## src/rtl/alu_pkg.sv

```systemverilog
// Shared ALU op encodings and the multiplier's state type.
package alu_pkg;

   // ALU op word: [0] add enable, [1] subtract (invert b, force carry-in),
   // [2] carry-in, [3] shift-left enable, [4] bitwise truth-table enable.
   localparam logic [4:0] ALU_OP_NOP   = 5'b00000;
   localparam logic [4:0] ALU_OP_ADD   = 5'b00001;
   localparam logic [4:0] ALU_OP_SUB   = 5'b00011;
   localparam logic [4:0] ALU_OP_ADDC  = 5'b00101;
   localparam logic [4:0] ALU_OP_SHL   = 5'b01000;
   localparam logic [4:0] ALU_OP_LOGIC = 5'b10000;

   localparam int unsigned OP_W  = 5;
   localparam int unsigned DAT_W = 16;

   typedef enum logic [1:0] {
      ST_IDLE  = 2'd0,
      ST_ADD   = 2'd1,
      ST_SHIFT = 2'd2,
      ST_DONE  = 2'd3
   } mul_state_e;

endpackage

```

## src/rtl/alu.sv

```systemverilog
// 16-bit combinational ALU: add/sub with carry, left shift, bitwise LUT.
module alu
   import alu_pkg::*;
(
   input  logic [15:0] a,
   input  logic [15:0] b,
   input  logic [4:0]  op,
   input  logic [3:0]  sh_off,
   input  logic [3:0]  truth_table,
   output logic [15:0] out,
   output logic        flag_carry
);

   logic [15:0] b_eff;
   logic [16:0] sum;
   logic        cin;

   // Select one function by op priority; defaults keep everything latch-free.
   always_comb begin
      out        = '0;
      flag_carry = 1'b0;
      b_eff      = op[1] ? ~b : b;
      cin        = op[1] | op[2];
      sum        = {1'b0, a} + {1'b0, b_eff} + {16'b0, cin};
      if (op[0]) begin
         out        = sum[15:0];
         flag_carry = sum[16];
      end else if (op[3]) begin
         out = a << sh_off;
      end else if (op[4]) begin
         for (int i = 0; i < 16; i++) begin
            out[i] = truth_table[{a[i], b[i]}];
         end
      end
   end

endmodule

```

## src/rtl/alu_mul_seq.sv

```systemverilog
// Sequential 16x16 unsigned shift-add multiplier; every add goes through alu.
module alu_mul_seq
   import alu_pkg::*;
(
   input  logic        clk,
   input  logic        rst,
   input  logic        in_valid,
   output logic        in_ready,
   input  logic [15:0] mcand,
   input  logic [15:0] mplier,
   output logic        out_valid,
   input  logic        out_ready,
   output logic [31:0] product,
   output logic        busy
);

   mul_state_e  state_q, state_d;
   logic [15:0] mc_q, mc_d;
   logic [15:0] hi_q, hi_d;
   logic [15:0] lo_q, lo_d;
   logic        c_q, c_d;
   logic [3:0]  cnt_q, cnt_d;

   logic [15:0] alu_out;
   logic        alu_carry;

   // The ALU is hard-wired as hi + mc; ADD decides whether to keep the sum.
   alu u_alu (
      .a           (hi_q),
      .b           (mc_q),
      .op          (ALU_OP_ADD),
      .sh_off      (4'd0),
      .truth_table (4'd0),
      .out         (alu_out),
      .flag_carry  (alu_carry)
   );

   // Outputs decode straight from registered state: no input-to-output paths.
   assign in_ready  = (state_q == ST_IDLE);
   assign out_valid = (state_q == ST_DONE);
   assign busy      = (state_q == ST_ADD) || (state_q == ST_SHIFT);
   assign product   = {hi_q, lo_q};

   // Next-state and datapath updates.
   always_comb begin
      state_d = state_q;
      mc_d    = mc_q;
      hi_d    = hi_q;
      lo_d    = lo_q;
      c_d     = c_q;
      cnt_d   = cnt_q;
      unique case (state_q)
         ST_IDLE: begin
            if (in_valid) begin
               mc_d    = mcand;
               lo_d    = mplier;
               hi_d    = '0;
               c_d     = 1'b0;
               cnt_d   = '0;
               state_d = ST_ADD;
            end
         end
         ST_ADD: begin
            if (lo_q[0]) begin
               {c_d, hi_d} = {alu_carry, alu_out};
            end else begin
               c_d = 1'b0;
            end
            state_d = ST_SHIFT;
         end
         ST_SHIFT: begin
            // 33-bit logical right shift of {c,hi,lo}
            {c_d, hi_d, lo_d} = {1'b0, c_q, hi_q, lo_q[15:1]};
            cnt_d   = cnt_q + 4'd1;
            state_d = (cnt_q == 4'd15) ? ST_DONE : ST_ADD;
         end
         ST_DONE: begin
            if (out_ready) state_d = ST_IDLE;
         end
         default: state_d = ST_IDLE;
      endcase
   end

   // State register with synchronous reset that clears all datapath state.
   always_ff @(posedge clk) begin
      if (rst) begin
         state_q <= ST_IDLE;
         mc_q    <= '0;
         hi_q    <= '0;
         lo_q    <= '0;
         c_q     <= 1'b0;
         cnt_q   <= '0;
      end else begin
         state_q <= state_d;
         mc_q    <= mc_d;
         hi_q    <= hi_d;
         lo_q    <= lo_d;
         c_q     <= c_d;
         cnt_q   <= cnt_d;
      end
   end

endmodule

```

## config.mk

```make
export PLATFORM = sky130hd
export DESIGN_NAME = alu_mul_seq
export DESIGN_NICKNAME = d
export VERILOG_FILES = /design/src/rtl/alu_pkg.sv /design/src/rtl/alu.sv /design/src/rtl/alu_mul_seq.sv
export SDC_FILE = /design/constraint.sdc
export NUM_CORES = 1
export LEC_CHECK = 0
export CELL_PAD_IN_SITES_DETAIL_PLACEMENT = 1
export CELL_PAD_IN_SITES_GLOBAL_PLACEMENT = 1
export CORE_UTILIZATION = 37
export DETAILED_ROUTE_END_ITERATION = 8
export PLACE_DENSITY = 0.87
export RECOVER_POWER = 25
export SYNTH_ARGS = -nofsm -noshare
export SYNTH_HDL_FRONTEND = slang
export SYNTH_SLANG_ARGS = --single-unit
```

## constraint.sdc

```tcl
create_clock -name clk -period 2.5 [get_ports clk]
set_input_delay 0.375 -clock clk [delete_from_list [all_inputs] [get_ports clk]]
set_output_delay 0.375 -clock clk [all_outputs]
set_load 0.005 [all_outputs]
```

==> impl_metrics.toml <==
[placement]
hpwl_microns = 7210
port_buffers = 70
placed_area_sq_um = 3920
place.gp.congestion = 0.879

[cts]
cts.clk_slew.worst_paths_ps = 120
postCtsHoldBufs = 0
cts_tree = "done"
htree_levels = 2
clock-root-buffer = "clkbuf_8"
numClockSinks = 55
numCtsBuffers = 5
cts_max_path_buffers = 2
clkLatencyLatePin_ps = 320

[floorplan]
dieWidth_microns = 93.6
start_util_pct = 38.0
num_rows = 33
die-area_sq_um = 8760
die_h_microns = 93.6
core_area_sq_um = 8180
ios = 71

[final_layout]
final_layout_size_suffix_gt1_share_pct = 6.04
seq_area_sq_um = 1100
nNetsFinal = 504
area_growth_pct = 30.1
diodes = 0
final_cell_area_sq_um = 4040
num-fill-cells = 990
multiInputGateArea_sq_um = 1880

[yosys]
synth_edf_count = 0
avgSynthCellArea_sq_um = 8.17
synth-seq-cells = 55
yosysSeqAreaShare_pct = 35.5
yosys_warnings = 0
yosys.area.top_type = "dfxtp_1"
synth_common_cells = "55 x dfxtp_1, 55 x nand2_1, 39 x a21oi_1, 29 x nor2_1, 21 x ha_1"
syn_inst = 380
ys_async_sr_fraction_pct = 0
synth_top_area_share_pct = 35.5
netlist_area_sq_um = 3110
synthDistinctLibCells = 47
syn_nets = 438
synth.area.top_cells = "dfxtp_1 35%, ha_1 8.5%, nand2_1 6.6%, a21oi_1 6.3%, mux2i_1 5.8%"
synthFlopType = "dfxtp_1"

[critical_path]
r2r_cells = 9
rrSetupSlack_ps = 130
path_cells = "ha_1 > inv_1 > fa_1 > nor2b_1 > o2111ai_1 > nand2_1 > a31oi_2 > mux2i_1 > or3_1"
crit_path_end_kind = "register"
timing.rr.start = "hi_q[0]"
path_buf_inv = 1
crit-reg2reg-capture = "hi_q[12]"
cp.arrival_ps = 2570
path_class = "register to register"
slowest_stage = "dfxtp_2"
cp-startpoint = "hi_q[0]"
crit_family = "simple AND/OR/NAND/NOR gates"
slowest_delay_ps = 410
path_max_fanout = 4
crit_cells = 9
worst_setup_path_start_kind = "register"
critical_path_required_ps = 2700
crit_path_end = "hi_q[12]"

[min_path]
worstHoldPathCells = 2
min-delay-start = "rst"
hold_class = "input port to register"

[drt]
wl_per_cell_microns = 17.2
drc = 0
dr.pass1.iters = 4
drtIter0Drc = 119
vias = 3083
vias_per_cell = 5.59
routed_wl_microns = 9500
final_antenna_net_count = 0

[power_and_ir_drop]
power_density_nw_per_um2 = 620
total_power_w = 0.00251
p_leak_nw = 1.62
ir_drop_mv = 0.470

[global_routing]
overflow = 0
first_global_vias = 3196
antenna_found_initial = 0
grt_use_total_pct = 22.8
grt_pass1_wl_microns = 15800
grt_max_degree = 33

[sta]
fin_crit_ps = 2370
fin_crit_sh_pct = 94.7
fin_worst_skew_ps = 14.3
fmax_mhz = 423
setup_viol = 0
tightest_slew_ps = 642
hold_violations = 0
maxSlewViolCount = 0
holdWs_ps = 461
max-slew-margin-rel_pct = 57.1

[job]
drv_cap = 0

[run_status]
outcome = "finished, final reports clean"
-- worst reg2reg max path, cell delays in order (launching register included) --
cell and delay [ps]:
dfxtp_2 410, ha_1 180, inv_1 60, fa_1 400, nor2b_1 180, o2111ai_1 200, nand2_1 180, a31oi_2 150
mux2i_1 150, or3_1 350
-- worst min-delay path by stage --
stage	end	slack, ps
2_1_floorplan	mc_q[0]	440
3_3_place_gp	mc_q[0]	450
3_5_place_dp	mc_q[7]	460
4_1_cts	mc_q[7]	460
5_1_grt	mc_q[7]	470
6_report	mc_q[7]	460
-- state kept, by name, summed over array words and instances (netlist names) --
register	flops
mc_q	16
hi_q	16
lo_q	16
c_q	1
cnt_q	4
state_q	2
-- cell families (layout without fill, tap and decap cells) --
family | after synthesis | count (layout) | share of synthesized area (%)
fa+ha+maj | 22 | 22 | 9.11
compound gates | 108 | 108 | 22.4
xor+xnor | 12 | 12 | 3.38
buf+inv | 32 | 99 | 4.07
flops | 55 | 55 | 35.5
mux | 18 | 18 | 5.80
simple gates | 133 | 133 | 19.8
-- placed cells by master (no fill, tap or decap), types with 2 or more instances in the layout --
cell	Yosys	layout
nand2b_1	3	3
a211oi_1	17	17
buf_4	0	10
nand4_1	4	4
a21oi_1	39	39
xor2_1	6	6
and3_1	11	11
a21o_1	6	6
and2_1	3	3
or3_1	5	5
clkdlybuf4s50_1	0	48
nand2_1	55	55
a31oi_1	6	6
nor2_1	29	28
o21ai_0	12	12
dlygate4sd3_1	0	21
xnor2_1	6	6
o21bai_1	3	3
a22oi_1	2	2
a22o_1	2	2
clkbuf_8	0	5
mux2i_1	18	18
dfxtp_1	55	54
nand3_1	17	17
ha_1	21	21
o22ai_1	7	7
inv_1	11	11
-- metal layers --
metal / vias up / GRT usage, % / share of wire [%]
met1: 1520 / 26.7 / 43
li1: 1491 / - / -
met5: - / 0 / 0
met2: 59 / 43.3 / 52
met3: 13 / 2.93 / 3.0
met4: 0 / 5.38 / 1.6
-- final cells by class --
cell class / instances / area share [%]
clock buffers: 5 / 1.70
clock inverters: 3 / 1.15
inverters: 11 / 1.02
multi-input cells: 293 / 46.5
flip-flops and latches: 55 / 27.3
well taps: 105 / 3.25
repair buffers: 80 / 19.1
-- metrics by stage --
stage | cells | utilization (%) | TNS (ps) | setup slack [ps]
3_5_place_dp | 543 | 47.9 | 0 | 130
2_1_floorplan | 380 | - | 0 | 419
4_1_cts | 551 | 49.3 | 0 | 71.4
6_report | 552 | 49.4 | 0 | 133
5_1_grt | 552 | 49.4 | -24.2 | -24.2
3_3_place_gp | 543 | 47.9 | 0 | 196
-- power by group --
group	internal (W)	switching [W]	total (W)
registers	0.000979	0.0000827	0.00106
clock network	0.000303	0.000336	0.000639
logic	0.000348	0.000457	0.000806
-- what timing repair did --
item,4_1_cts,5_1_grt
gates resized for setup,0,1
endpoints found under the setup margin,0,1
buffers inserted,0,1
No activity file was read; power rests on OpenSTA's default activity.
